===== src/rtl/data_pipe_pkg.sv =====
// Shared constants and helpers for the data_pipe elastic pipeline.
package data_pipe_pkg;
  localparam int DEF_DATA_W = 8;
  localparam int DEF_DEPTH  = 2;

  function automatic int cnt_w(input int depth);
    return $clog2(depth + 1);
  endfunction
endpackage


===== src/rtl/data_pipe_stage.sv =====
// One elastic register slot: holds a valid/data pair and loads from upstream when
// it is empty or its downstream neighbour can take its current beat.
module data_pipe_stage #(
  parameter int DATA_W = 8
) (
  input  logic              clk,
  input  logic              rst,
  input  logic              flush,
  input  logic              up_valid,
  input  logic [DATA_W-1:0] up_data,
  input  logic              dn_ready,
  output logic              rdy_out,
  output logic              valid,
  output logic [DATA_W-1:0] data
);
  assign rdy_out = !valid || dn_ready;

  always_ff @(posedge clk) begin
    if (rst) begin
      valid <= 1'b0;
      data  <= '0;
    end else if (flush) begin
      valid <= 1'b0;
    end else if (rdy_out) begin
      valid <= up_valid;
      // data only moves with a real beat so an empty slot keeps its last value
      if (up_valid) data <= up_data;
    end
  end
endmodule


===== src/rtl/data_pipe.sv =====
// Elastic DEPTH-stage valid/ready pipeline with flush; DATA_PIPE_COUNT_EN adds
// the occupancy port and counter.
module data_pipe
  import data_pipe_pkg::*;
#(
  parameter int DATA_W = DEF_DATA_W,
  parameter int DEPTH  = DEF_DEPTH
) (
  input  logic              clk,
  input  logic              rst,
  input  logic              flush,
  input  logic              in_valid,
  output logic              in_ready,
  input  logic [DATA_W-1:0] in_data,
  output logic              out_valid,
  input  logic              out_ready,
  output logic [DATA_W-1:0] out_data
`ifdef DATA_PIPE_COUNT_EN
  ,
  output logic [cnt_w(DEPTH)-1:0] occupancy
`endif
);
  logic [DEPTH:0]                  rdy;
  logic [DEPTH-1:0]                vld;
  logic [DEPTH-1:0][DATA_W-1:0]    dat;
  logic [DEPTH-1:0]                up_vld;
  logic [DEPTH-1:0][DATA_W-1:0]    up_dat;
  logic                            accept;

  assign rdy[DEPTH] = out_ready;
  assign in_ready   = rdy[0] && !rst && !flush;
  assign accept     = in_valid && in_ready;

  // Outputs forced quiet while reset is asserted, before the registers clear.
  assign out_valid = vld[DEPTH-1] && !rst;
  assign out_data  = rst ? '0 : dat[DEPTH-1];

  for (genvar g = 0; g < DEPTH; g++) begin : g_stage
    if (g == 0) begin : g_head
      assign up_vld[g] = accept;
      assign up_dat[g] = in_data;
    end else begin : g_body
      assign up_vld[g] = vld[g-1];
      assign up_dat[g] = dat[g-1];
    end

    data_pipe_stage #(.DATA_W(DATA_W)) u_stage (
      .clk      (clk),
      .rst      (rst),
      .flush    (flush),
      .up_valid (up_vld[g]),
      .up_data  (up_dat[g]),
      .dn_ready (rdy[g+1]),
      .rdy_out  (rdy[g]),
      .valid    (vld[g]),
      .data     (dat[g])
    );
  end

`ifdef DATA_PIPE_COUNT_EN
  localparam int CW = cnt_w(DEPTH);
  logic          xfer;
  logic [CW-1:0] cnt;

  assign xfer      = out_valid && out_ready;
  assign occupancy = cnt;

  always_ff @(posedge clk) begin
    if (rst || flush)        cnt <= '0;
    else if (accept && !xfer) cnt <= cnt + CW'(1);
    else if (!accept && xfer) cnt <= cnt - CW'(1);
  end
`endif
endmodule


===== config.mk =====
export PLATFORM = sky130hd
export DESIGN_NAME = data_pipe
export DESIGN_NICKNAME = d
export VERILOG_FILES = /design/src/rtl/data_pipe_pkg.sv /design/src/rtl/data_pipe_stage.sv /design/src/rtl/data_pipe.sv
export SDC_FILE = /design/constraint.sdc
export NUM_CORES = 1
export LEC_CHECK = 0
export CORE_AREA = 2 2 49 51
export DETAILED_ROUTE_END_ITERATION = 10
export DIE_AREA = 0 0 51 53
export MAX_ROUTING_LAYER = met4
export PLACE_DENSITY_LB_ADDON = 0.08
export SLEW_MARGIN = 25
export SYNTH_ARGS = -nofsm -noshare
export SYNTH_HDL_FRONTEND = slang
export SYNTH_HIERARCHICAL = 1
export SYNTH_SLANG_ARGS = --single-unit

===== constraint.sdc =====
create_clock -name clk -period 1.6 [get_ports clk]
set_input_delay 0.4 -clock clk [delete_from_list [all_inputs] [get_ports clk]]
set_output_delay 0.4 -clock clk [all_outputs]
set_load 0.02 [all_outputs]

---- Word level (Yosys, flattened, before mapping) ----
Cells that the tools add are included.
word-level totals
  input port bits ......................... 13
  word-level logic and storage cells ...... 19
  output and inout bits ................... 10
  register bits ........................... 18
cells by class
  reductions and logical operators ........ 13
  muxes and demuxes ....................... 1
  bitwise operators ....................... 1
operators with widths
  kind                 count
  8-bit 2-to-1 mux     1
  3-bit AND reduction  2
  1-bit logical AND    4
  1-bit logical NOT    4
  1-bit logical OR     2
  2-bit OR reduction   1
  1-bit inverter       1

---- Depth between registers and ports, before layout ----
  word-level depth ........................ 7
  mapped depth ............................ 8
  gate-level depth less buffers ........... 7

---- Cells and area by module ----
The synthesis kept the hierarchy.
modules (own cells, without submodules)
  module           area an instance (um2)  sequential area each (um2)  cells an instance  times used
  data_pipe_stage  414.1                   180.2                       40                 2
  data_pipe        92.6                    0.0                         12                 1

---- Worst setup path before layout ----
No wires, ideal clock.
  path kind ............................... input port to flip-flop
  start ................................... in out_ready
  end ..................................... reg g_stage[0].u_stage.data[0]
  arrival time ............................ 1.354 ns
  setup slack ............................. 0.127 ns
  required time ........................... 1.481 ns
  library setup time ...................... 0.119 ns
  stages .................................. 8
  buffers on the path ..................... 1
  cell sequence ........................... nor2b_4 > inv_1 > nor2b_4 > inv_1 > and4bb_2 > nor3b_2 > buf_6 > mux2i_1
between the ends
  word-level cells in the longest chain between the ends .. 6
ends and longest elaborated chain
  item                            RTL line               source
  start: declaration              data_pipe.sv:16        input logic out_ready,
  1-bit logical OR                data_pipe_stage.sv:16  assign rdy_out = !valid || dn_ready;
  named net rdy[1]                data_pipe.sv:23        logic [DEPTH:0] rdy;
  1-bit logical OR                data_pipe_stage.sv:16
  named net rdy[0]                data_pipe.sv:23
  1-bit logical AND (2 in a row)  data_pipe.sv:31        assign in_ready = rdy[0] && !rst && !flush;
  1-bit logical AND               data_pipe.sv:32        assign accept = in_valid && in_ready;
  named net accept                data_pipe.sv:28        logic accept;
  3-bit AND reduction (no line)   -
  end signal: assignment          data_pipe_stage.sv:27  if (up_valid) data <= up_data;
  end: declaration                data_pipe_stage.sv:14  output logic [DATA_W-1:0] data
The timed path passes the listed nets, and every way through them passes these cells.
A chain may end at the register's enable or synchronous reset.

---- Worst setup path in the final report ----
  start ................................... in out_ready
  end ..................................... out in_ready
between the ends
  word-level cells in the longest chain between the ends .. 4
ends and longest elaborated chain
  item                            RTL line               source
  1-bit logical OR                data_pipe_stage.sv:16
  named net rdy[1]                data_pipe.sv:23
  1-bit logical OR                data_pipe_stage.sv:16
  named net rdy[0]                data_pipe.sv:23
  1-bit logical AND (2 in a row)  data_pipe.sv:31
  end: declaration                data_pipe.sv:13        output logic in_ready,
The timed path passes the listed nets, and every way through them passes these cells.

==> impl_metrics.json <==
{
  "clockRootBuffer": "clkbuf_4",
  "initial_core_util": 0.4287,
  "dpl.hpwl_um": 1208,
  "floorplan.die_area_um2": 2703,
  "swShare": 0.2157,
  "cp_top_family": "buffers and inverters",
  "htree_num_levels": 1,
  "fp.coreArea_um2": 2148,
  "synthFlopType": "dfxtp_1",
  "synth_top_area_share": 0.3913,
  "timing.hold.ws_ps": 473.8,
  "synth_fp_nets": 105,
  "syn_avg_cell_area_um2": 10.01,
  "maxSlewViolCount": 0,
  "area_growth_pct": 39.81,
  "cts.path.max_buffers": 2,
  "max_freq_mhz": 600.1,
  "num_vias": 712,
  "row_count": 17,
  "hold_viol": 0,
  "status": "complete, but fails checks",
  "worstSkewPairLatency_ps": 290,
  "end_kind": "output pin",
  "io_buffers": 22,
  "die_w_um": 51,
  "drive_above_1_share": 0.3206,
  "p_seq_frac": 0.541,
  "postRouteWirelength_um": 1667,
  "ys_seq_area_frac": 0.3913,
  "postSynth.asyncResetShare": 0,
  "cts.sinks": 18,
  "fin_skew_ps": 4.318,
  "die_h_um": 53,
  "crit_path_top_delay_cell": "dlygate4sd2_1",
  "wire_per_inst_um": 10.48,
  "yosysTopAreaCell": "dfxtp_1",
  "path_cells": "dlygate4sd2_1, nor2b_4, inv_2, nor2b_4, inv_2, nor3b_2, buf_4",
  "grt_max_degree": 12,
  "ant_nets": 0,
  "critPathBufInv": 4,
  "relSlewSlack": 0.8532,
  "slowest_delay_ps": 260,
  "grt_usage": 0.1518,
  "first_pass_iters": 4,
  "switchingPower_w": 0.0001817,
  "routed_via_density": 4.478,
  "hp-class": "reg -> reg",
  "max_slew.worst_pin.slew_ps": 219.9,
  "yosysMostFrequentCell": "nand2b_1",
  "grt_pass1_vias": 711,
  "placed_area_um2": 1232,
  "stdcell_area_um2": 1287,
  "ioPinCount": 23,
  "syn_inst": 92,
  "drc": 0,
  "synth-edff-count": 0,
  "cts_tree": "done",
  "peakVddDrop_mv": 0.4921,
  "synth_seq_cells": 18,
  "ctsHoldBuffers": 0,
  "post-route-min-period_ps": 1666,
  "setup_viol": 1,
  "fin_setup_tns_ps": -66.36,
  "critPathLaunchType": "primary input",
  "p_per_area_nw_per_um2": 654.3,
  "required_ps": 1200,
  "pwr-share-clk": 0.333,
  "rsz0062_at_grt": "yes",
  "antenna_cells": 0,
  "pwr-share-comb": 0.126,
  "path_clk_slew_ps": 100,
  "ys_types": 12,
  "crit_arrival_ps": 1270,
  "nNetsFinal": 145,
  "worst_slack_ps": -66.36,
  "failed_checks": "setup timing",
  "min_period_over_period": 1.041,
  "grt_overflow": 0,
  "grt_pass1_wl_um": 2932,
  "fin_cells": 159,
  "cp_max_fo": 2,
  "gp_congestion": 0.6506,
  "maxCapViolations": 0,
  "ys.warnings.count": 6,
  "yosys-top-cells-count": "32 x nand2b_1, 18 x dfxtp_1, 16 x mux2i_1, 9 x nor2b_1",
  "antenna_found_initial": 0,
  "dp_cells": 150,
  "drt_iter0_drc": 5,
  "p_int_w": 0.0006606,
  "netlist_top_cells_area": "dfxtp_1 39%, nand2b_1 22%, mux2i_1 17%",
  "cts_made_buffers": 3,
  "netlist_area_um2": 920.9,
  "p_leak_nw": 0.4910,
  "crit_type": "in -> out"
}
-- registers in the layout, summed over array words and instances, names as in the netlist --
register / cells
g_stage.u_stage/valid: 2
g_stage.u_stage/data: 16
-- cells in the final DEF (no fill, tap or decap) --
master           netlist  final
nor3b_4                0      1
nor2b_1                9      9
inv_2                  0      2
dfxtp_2                0      1
nor2b_4                2      2
nor3b_2                3      2
clkbuf_8               0      1
dfxtp_1               18     17
and4bb_2               1      1
clkbuf_4               0      3
clkdlybuf4s15_2        0      2
buf_2                  0      9
nor3_1                 2      2
clkdlybuf4s50_1        0      9
mux2i_1               16     16
nand2b_1              32     32
nor2_1                 2      2
dlygate4sd2_1          0      2
buf_6                  3      5
buf_4                  0     13
-- routing by layer --
layer,wire length [um],vias up,GRT usage
met5,0,-,-
met4,13,0,0.06757
met3,82,2,0.02825
met2,854,14,0.2749
met1,716,324,0.1615
li1,-,372,-
-- area by class of cell --
cell class                 instances  area (um^2)
multi-input combinational         67        518.0
fill                             202        860.8
timing repair buffer              40        329.1
sequential                        18        361.6
tap                               28        35.03
clock buffer                       4        36.28
inverter                           2        7.507
-- power by group through the flow --
stage	Combinational, W	Clock [W]	Sequential (W)
3_3_place_gp	0.0000952	0	0.000466
3_5_place_dp	0.0000974	0	0.000466
2_1_floorplan	0.0000441	0	0.000465
5_1_grt	0.000115	0.000320	0.000457
4_1_cts	0.000107	0.000297	0.000456
6_report	0.000106	0.000281	0.000455
-- worst min-delay path, cell delays in order (launching register included) --
cell,delay (ps)
dfxtp_1,320
nand2b_1,60
mux2i_1,60
-- worst paths after layout --
check	start	to	slack (ps)	depth (start not counted)
worst min-delay path	g_stage[1].u_stage/data[5]	g_stage[1].u_stage/data[5]	470	2
worst max register to register	g_stage[1].u_stage/valid	g_stage[0].u_stage/data[5]	30	9
worst max-delay path	out_ready	in_ready	-70	7
worst min register to register	g_stage[1].u_stage/data[5]	g_stage[1].u_stage/data[5]	470	2
-- timing repair --
| item | in CTS | in global routing |
|---|---|---|
| gates cloned | 1 | 0 |
| endpoints found under the setup margin | 18 | 8 |
| setup buffers | 4 | 0 |
| resized for setup | 54 | 0 |
-- metrics by stage --
step	setup slack (ps)	total power, W	utilization
after global routing	-128.7	0.0008919	0.5993
after floorplan	126.8	0.0005093	-
final	-66.36	0.0008424	0.5993
after global placement	-683.4	0.0005608	0.5737
after CTS	-85.46	0.0008595	0.5993
after detailed placement	-721.9	0.0005632	0.5737
-- kinds of logic (layout without fill, tap and decap cells) --
| kind of cell | count (synthesis) | after routing | synth area share |
|---|---|---|---|
| DFF | 18 | 18 | 0.3913 |
| muxes | 16 | 16 | 0.1739 |
| and+or+nand+nor | 51 | 51 | 0.3818 |
| buffers and inverters | 7 | 46 | 0.05299 |
Note: power is estimated with default switching activity, not from simulation.
